<file path="src/rtl/cp0_pkg.sv">
// cp0_pkg: register numbers, exception codes, bit-field positions and
// packed register layouts shared by the P7 coprocessor-0 files.
// Build option: CP0_PRID_EN enables the read-only PRId register (15).
package cp0_pkg;

  // CP0 register numbers seen by mtc0/mfc0
  localparam logic [4:0] CP0_REG_SR    = 5'd12;
  localparam logic [4:0] CP0_REG_CAUSE = 5'd13;
  localparam logic [4:0] CP0_REG_EPC   = 5'd14;
  localparam logic [4:0] CP0_REG_PRID  = 5'd15;

  // ExcCode values
  localparam logic [4:0] EXC_INT     = 5'd0;
  localparam logic [4:0] EXC_ADEL    = 5'd4;
  localparam logic [4:0] EXC_ADES    = 5'd5;
  localparam logic [4:0] EXC_SYSCALL = 5'd8;
  localparam logic [4:0] EXC_RI      = 5'd10;
  localparam logic [4:0] EXC_OV      = 5'd12;

  // Exception handler entry point fetched when req is raised
  localparam logic [31:0] CP0_HANDLER_ADDR = 32'h0000_4180;

  // Processor identification constant (only visible with CP0_PRID_EN)
  localparam logic [31:0] CP0_PRID_VALUE = 32'h0050_0701;

  // Bit-field positions inside SR and Cause
  localparam int SR_IM_HI     = 15;
  localparam int SR_IM_LO     = 10;
  localparam int SR_EXL_BIT   = 1;
  localparam int SR_IE_BIT    = 0;
  localparam int CAUSE_BD_BIT = 31;
  localparam int CAUSE_IP_HI  = 15;
  localparam int CAUSE_IP_LO  = 10;
  localparam int CAUSE_EXC_HI = 6;
  localparam int CAUSE_EXC_LO = 2;

  // Implemented SR state
  typedef struct packed {
    logic [5:0] im;
    logic       exl;
    logic       ie;
  } sr_t;

  // Implemented Cause state
  typedef struct packed {
    logic       bd;
    logic [5:0] ip;
    logic [4:0] exc_code;
  } cause_t;

  // Place SR fields at their architectural bit positions; the rest read 0
  function automatic logic [31:0] sr_to_word(input sr_t sr);
    logic [31:0] w;
    w = 32'd0;
    w[SR_IM_HI:SR_IM_LO] = sr.im;
    w[SR_EXL_BIT]        = sr.exl;
    w[SR_IE_BIT]         = sr.ie;
    return w;
  endfunction

  // Place Cause fields at their architectural bit positions; the rest read 0
  function automatic logic [31:0] cause_to_word(input cause_t c);
    logic [31:0] w;
    w = 32'd0;
    w[CAUSE_BD_BIT]              = c.bd;
    w[CAUSE_IP_HI:CAUSE_IP_LO]   = c.ip;
    w[CAUSE_EXC_HI:CAUSE_EXC_LO] = c.exc_code;
    return w;
  endfunction

endpackage

</file>
<file path="src/rtl/cp0_req_arb.sv">
// cp0_req_arb: combinational arbitration of masked hardware interrupts
// against the pipeline exception code. Interrupts win, so the code to be
// latched into Cause is INT whenever an interrupt is taken.
module cp0_req_arb
  import cp0_pkg::*;
(
  input  logic [5:0] hw_int,
  input  logic [5:0] im,
  input  logic       ie,
  input  logic       exl,
  input  logic [4:0] exc_code_in,
  output logic       req,
  output logic       int_req,
  output logic [4:0] exc_code_out
);

  logic exc_req;

  // Both request sources are blocked while a handler is running (EXL)
  always_comb begin
    int_req      = (|(hw_int & im)) & ie & ~exl;
    exc_req      = (exc_code_in != EXC_INT) & ~exl;
    req          = int_req | exc_req;
    exc_code_out = int_req ? EXC_INT : exc_code_in;
  end

endmodule

</file>
<file path="src/rtl/cp0_ctrl.sv">
// cp0_ctrl: coprocessor 0 for the P7 pipelined MIPS core (M stage).
// Holds SR, Cause and EPC, raises req to redirect fetch to the handler,
// and supplies epc_out (with same-cycle mtc0 bypass) for eret.
// Build option: CP0_PRID_EN implements read-only PRId at register 15.
module cp0_ctrl
  import cp0_pkg::*;
(
  input  logic        clk,
  input  logic        reset,
  input  logic        we,
  input  logic [4:0]  addr,
  input  logic [31:0] wdata,
  output logic [31:0] rdata,
  input  logic [31:0] vpc,
  input  logic        bd_in,
  input  logic [4:0]  exc_code_in,
  input  logic [5:0]  hw_int,
  input  logic        exl_clr,
  output logic        req,
  output logic [31:0] epc_out
);

  sr_t         sr_q, sr_d;
  cause_t      cause_q, cause_d;
  logic [31:0] epc_q, epc_d;

  logic        int_req;
  logic [4:0]  arb_exc_code;
  logic        unused_int_req;

  cp0_req_arb u_arb (
    .hw_int       (hw_int),
    .im           (sr_q.im),
    .ie           (sr_q.ie),
    .exl          (sr_q.exl),
    .exc_code_in  (exc_code_in),
    .req          (req),
    .int_req      (int_req),
    .exc_code_out (arb_exc_code)
  );

  // The arbiter already folds interrupt priority into arb_exc_code
  assign unused_int_req = int_req;

  // Next-state: req beats mtc0 and exl_clr; exl_clr beats the SR EXL bit
  always_comb begin
    sr_d        = sr_q;
    cause_d     = cause_q;
    epc_d       = epc_q;
    cause_d.ip  = hw_int;
    if (req) begin
      sr_d.exl         = 1'b1;
      cause_d.bd       = bd_in;
      cause_d.exc_code = arb_exc_code;
      epc_d            = bd_in ? (vpc - 32'd4) : vpc;
    end else begin
      if (we && addr == CP0_REG_SR) begin
        sr_d.im  = wdata[SR_IM_HI:SR_IM_LO];
        sr_d.exl = wdata[SR_EXL_BIT];
        sr_d.ie  = wdata[SR_IE_BIT];
      end
      if (we && addr == CP0_REG_EPC) begin
        epc_d = wdata;
      end
      if (exl_clr) begin
        sr_d.exl = 1'b0;
      end
    end
  end

  // State registers with synchronous reset to all-zero
  always_ff @(posedge clk) begin
    if (reset) begin
      sr_q    <= '0;
      cause_q <= '0;
      epc_q   <= '0;
    end else begin
      sr_q    <= sr_d;
      cause_q <= cause_d;
      epc_q   <= epc_d;
    end
  end

  // mfc0 read mux; unimplemented registers read as zero
  always_comb begin
    rdata = 32'd0;
    case (addr)
      CP0_REG_SR:    rdata = sr_to_word(sr_q);
      CP0_REG_CAUSE: rdata = cause_to_word(cause_q);
      CP0_REG_EPC:   rdata = epc_q;
`ifdef CP0_PRID_EN
      CP0_REG_PRID:  rdata = CP0_PRID_VALUE;
`endif
      default:       rdata = 32'd0;
    endcase
  end

  // Return PC with same-cycle mtc0 EPC bypass, unless req discards the write
  always_comb begin
    epc_out = epc_q;
    if (we && addr == CP0_REG_EPC && !req) begin
      epc_out = wdata;
    end
  end

endmodule

</file>
<file path="config.mk">
export PLATFORM = sky130hd
export DESIGN_NAME = cp0_ctrl
export DESIGN_NICKNAME = d
export VERILOG_FILES = /design/src/rtl/cp0_pkg.sv /design/src/rtl/cp0_req_arb.sv /design/src/rtl/cp0_ctrl.sv
export SDC_FILE = /design/constraint.sdc
export NUM_CORES = 1
export LEC_CHECK = 0
export ABC_AREA = 1
export CAP_MARGIN = 20
export CORE_ASPECT_RATIO = 0.6
export CORE_MARGIN = 1.5
export CORE_UTILIZATION = 41
export DETAILED_ROUTE_END_ITERATION = 6
export PLACE_DENSITY = 0.76
export SLEW_MARGIN = 20
export SYNTH_ARGS = -nofsm -noshare
export SYNTH_HDL_FRONTEND = slang
export SYNTH_SLANG_ARGS = --single-unit
</file>
<file path="constraint.sdc">
create_clock -name clk -period 1.6 [get_ports clk]
set_clock_uncertainty 0.05 [all_clocks]
set_input_delay 0.32 -clock clk [delete_from_list [all_inputs] [get_ports clk]]
set_output_delay 0.32 -clock clk [all_outputs]
set_load 0.05 [all_outputs]
</file>
==> flow_summary.toml, run 1 <==
[clock_tree]
h-tree-depth = 2
postCtsHoldBufs = 0
cts_max_path_buffers = 2
cts_root_buf = "clkbuf_16"
cts_num_sinks = 52
cts_buffers = 5

[status]
first-error = "[ERROR DPL-0038] Utilization greater than 100%, impossible to legalize"
haltStage = "global routing"
status = "did not finish"

[synth]
seq_area_frac_synth_pct = 26.08
syn-cell-area_um2 = 3991
synth_edf_count = 0
synthesis.nets = 782
ys_top_cells_by_count = "184 x nand2_1, 125 x inv_1, 112 x nor2_1"
synth_top_area_share_pct = 26.08
synth-seq-cells = 52
synthTopCellsByArea = "dfxtp_1 26%, nand2_1 17%, inv_1 12%"
synth_flop_cell = "dfxtp_1"
syn_area_per_cell_um2 = 5.735
ys_types = 33
synth_top_area_cell = "dfxtp_1"
synth_warnings = 0
async_flop_share_pct = 0
synthCells = 696
yosysMostFrequentCell = "nand2_1"

[die]
fp.dieH_um = 79.43
io_pins = 150
num_rows = 27
start_util_pct = 42.81
die_w_um = 130.4

[timing]
worstEndpointType = "output port"
repair-timing-grt-worst-ep = "epc_out[9]"

[placed_design]
io_buffers = 149
gp_congestion = 0.9893
dpl.hpwl_mm = 14.72

[global_route]
grt_max_degree = 24
stage by stage:
stage / cell area (µm²) / setup slack [ns] / std cells / hold WS, ns / TNS, ns
3_3_place_gp: 7935 / -0.7742 / 1082 / 0.4025 / -66.01
3_5_place_dp: 7935 / -0.8314 / 1082 / 0.4100 / -71.69
4_1_cts: 8788 / -0.6860 / 1124 / 0.3403 / -33.89
2_1_floorplan: 4906 / -0.2092 / 696 / 0.3324 / -7.826
cell families after synthesis:
family / after synthesis / synth area share, %
simple gates: 406 / 45.77
compound gates: 82 / 11.44
fa+ha+maj: 1 / 0.3134
flops: 52 / 26.08
buf+inv: 153 / 15.96
xor+xnor: 2 / 0.4390
timing repair:
item | CTS
resized for setup | 130
setup endpoints to repair | 111
cloned | 8
pin swaps | 34
setup buffers | 28
==> run 2: changes to the inputs <==
--- a/config.mk
+++ b/config.mk
@@ -7,11 +7,10 @@
 export LEC_CHECK = 0
 export ABC_AREA = 1
 export CAP_MARGIN = 20
-export CORE_ASPECT_RATIO = 0.6
 export CORE_MARGIN = 1.5
-export CORE_UTILIZATION = 41
+export CORE_UTILIZATION = 40
 export DETAILED_ROUTE_END_ITERATION = 6
-export PLACE_DENSITY = 0.76
+export PLACE_DENSITY_LB_ADDON = 0.15
 export SLEW_MARGIN = 20
 export SYNTH_ARGS = -nofsm -noshare
 export SYNTH_HDL_FRONTEND = slang
==> constraint.sdc (replaced) <==
create_clock -name clk -period 2.08 [get_ports clk]
set_clock_uncertainty 0.05 [all_clocks]
set_input_delay 0.416 -clock clk [delete_from_list [all_inputs] [get_ports clk]]
set_output_delay 0.416 -clock clk [all_outputs]
set_load 0.05 [all_outputs]
==> run 2 against run 1 <==
Compared with the run above:
- synthesized area did not move
- synthesized cell count unchanged
- the flow now finishes, with violations (setup timing)
==> flow_summary.toml, run 2 <==
[setup_path]
startpoint_type = "primary input"
path_cells = "dlygate4sd2_1, nand2_1, nand2_1, inv_1, nand2_2, nand2_4, nand2_8, nor2_8, buf_6, buf_6, buf_16, o21ai_4, buf_12"
cp_max_fo = 5
cp_slowest_cell = "dlygate4sd2_1"
cp.arrival_ns = 1.89
cpLargestDelayFamily = "buffers and inverters"
critPathMaxStageDelay_ns = 0.24
worstSetupPathType = "in2out"
path_buf_inv = 6
end_kind = "primary output"
cp.required_ns = 1.61

[synth]
synthesis.nets = 782
ys_types = 33
async_flop_share_pct = 0
synth-seq-cells = 52
seq_area_frac_synth_pct = 26.08
yosysMostFrequentCell = "nand2_1"
synthTopCellsByArea = "dfxtp_1 26%, nand2_1 17%, inv_1 12%"
ys_top_cells_by_count = "184 x nand2_1, 125 x inv_1, 112 x nor2_1"
synth_top_area_share_pct = 26.08
synth_flop_cell = "dfxtp_1"
synth_warnings = 0
synth_edf_count = 0
syn-cell-area_um2 = 3991
syn_area_per_cell_um2 = 5.735
synth_top_area_cell = "dfxtp_1"
synthCells = 696

[detailed_routing]
avgViaCountPerCell = 5.086
wirelength_mm = 16.52
final_antenna_net_count = 0
drc = 0
vias = 5412
dr.pass1.iters = 5
wire_per_inst_um = 15.53
drtIter0Drc = 252

[status]
violations = "setup timing"
status = "finished, violations left"

[placed_design]
io_buffers = 149
dpl.hpwl_mm = 11.64
gp_congestion = 0.9086
dpl-instance-area_um2 = 6845

[final_layout]
synthToLayoutAreaGrowth_pct = 91.85
final_cell_mix = "160 x nand2_1, 123 x inv_1, 98 x nor2_1"
fin_area_um2 = 7657
largest_reg_flops = 32
final_util_pct = 78.70
largest_register = "epc_q"
reg_top3 = "epc_q: 32 flops, cause_q: 12 flops, sr_q: 8 flops"
num_antenna_cells = 0
layout.cells.most_common = "nand2_1"
drive_above_1_share_pct = 31.47
layout.nets = 1016

[timing]
setup-tns-final_ns = -7.414
final-hold-violation-count = 0
setup_slack_ns = -0.2719
fmax_mhz = 425.2
min_period_ns = 2.352
rsz0062_at_grt = "true"
worst_pin_slew_ns = 0.6913
fin_crit_sh_pct = 113.1
slew_viol_final = 0
relSlewSlack_pct = 53.86
setup_viol = 33

[clock_tree]
cts_root_buf = "clkbuf_8"
cts_max_path_buffers = 2
insertion_delay_ns = 0.31
clk_pin_slew_ns = 0.10
postCtsHoldBufs = 0
h-tree-depth = 2
cts_tree = "built"
cts_buffers = 5
cts_num_sinks = 52

[die]
die_w_um = 102.9
io_pins = 150
dieArea_um2 = 10590
num_rows = 36
start_util_pct = 41.02
coreArea_um2 = 9729
fp.dieH_um = 102.9

[global_route]
grt_max_degree = 36
overflow = 0
grt_pass1_vias = 5406
grt_pass1_wl_mm = 25.34
antenna_found_initial = 0
grt_usage_pct = 30.94

[run]
max-cap-violations = 0

[power_and_ir_drop]
peakVddDrop_mv = 0.2743
powerDensity_nw_per_um2 = 377.6
static-leakage-power_uw = 0.003567

[min_path]
hold_class = "in2reg"
==> run 2: cell counts after synthesis <==
No cell type changed its count.
==> run 2: path summary, 6_finish.rpt <==
| kind | start | endpoint | cells past startpoint | slack (ns) |
|---|---|---|---|---|
| max | hw_int[1] | epc_out[3] | 13 | -0.27 |
| min | hw_int[2] | cause_q[7] | 3 | 0.37 |
| max reg2reg | sr_q[3] | epc_q[2] | 11 | 0.22 |
| min reg2reg | cause_q[1] | cause_q[1] | 2 | 0.43 |
==> run 2: layer usage <==
metal	global-route usage [%]	routed length [µm]	share of wire, %
met5	0	0	0
met4	10.71	509	3.1
met3	5.627	1114	6.7
met2	56.43	8341	50
met1	36.25	6558	40
==> run 2: what timing repair did <==
action,in CTS,in global routing
cloned,5,0
resized for setup,114,29
pin swaps,22,15
endpoints found under the setup margin,66,57
hold endpoints to repair,0,0
setup buffers,10,8
==> run 2: kinds of logic after synthesis <==
group	count (synthesis)	share of synthesized area, %
AOI/OAI and AO/OA	82	11.44
xor gates and xnor gates	2	0.4390
adders and majority gates	1	0.3134
buffers and inverters	153	15.96
DFF	52	26.08
and+or+nand+nor	406	45.77
==> run 2: final cells by class <==
cell class	instances	area, µm²
inverter	128	485.5
timing repair buffer	252	2978
tap	133	166.4
clock inverter	2	16.27
multi-input combinational	491	2890
clock buffer	6	72.57
sequential	52	1049
fill	672	2072
==> run 2: per-stage QoR <==
| step | cells | power [µW] | hold slack, ns | worst slack [ns] |
|---|---|---|---|---|
| after floorplan | 696 | 1673 | 0.3901 | -0.2215 |
| after global placement | 1036 | 2199 | 0.4090 | -0.4131 |
| after detailed placement | 1036 | 2216 | 0.4091 | -0.4610 |
| after CTS | 1058 | 2856 | 0.3643 | -0.2598 |
| after global routing | 1064 | 3020 | 0.3655 | -0.3755 |
| final | 1064 | 2891 | 0.3670 | -0.2719 |
==> run 2: worst min-delay path, cell delays in order <==
cell             delay [ns]
clkdlybuf4s15_1        0.19
inv_1                  0.06
nor2_1                 0.03
==> run 2: report_power, final <==
part           switching [µW]  leakage [µW]  internal, µW
sequential               35.5      0.000432          1060
combinational             667       0.00309           532
clock                     355     0.0000414           241
total                    1060       0.00357          1830
Power figures use the tool's default switching activity.
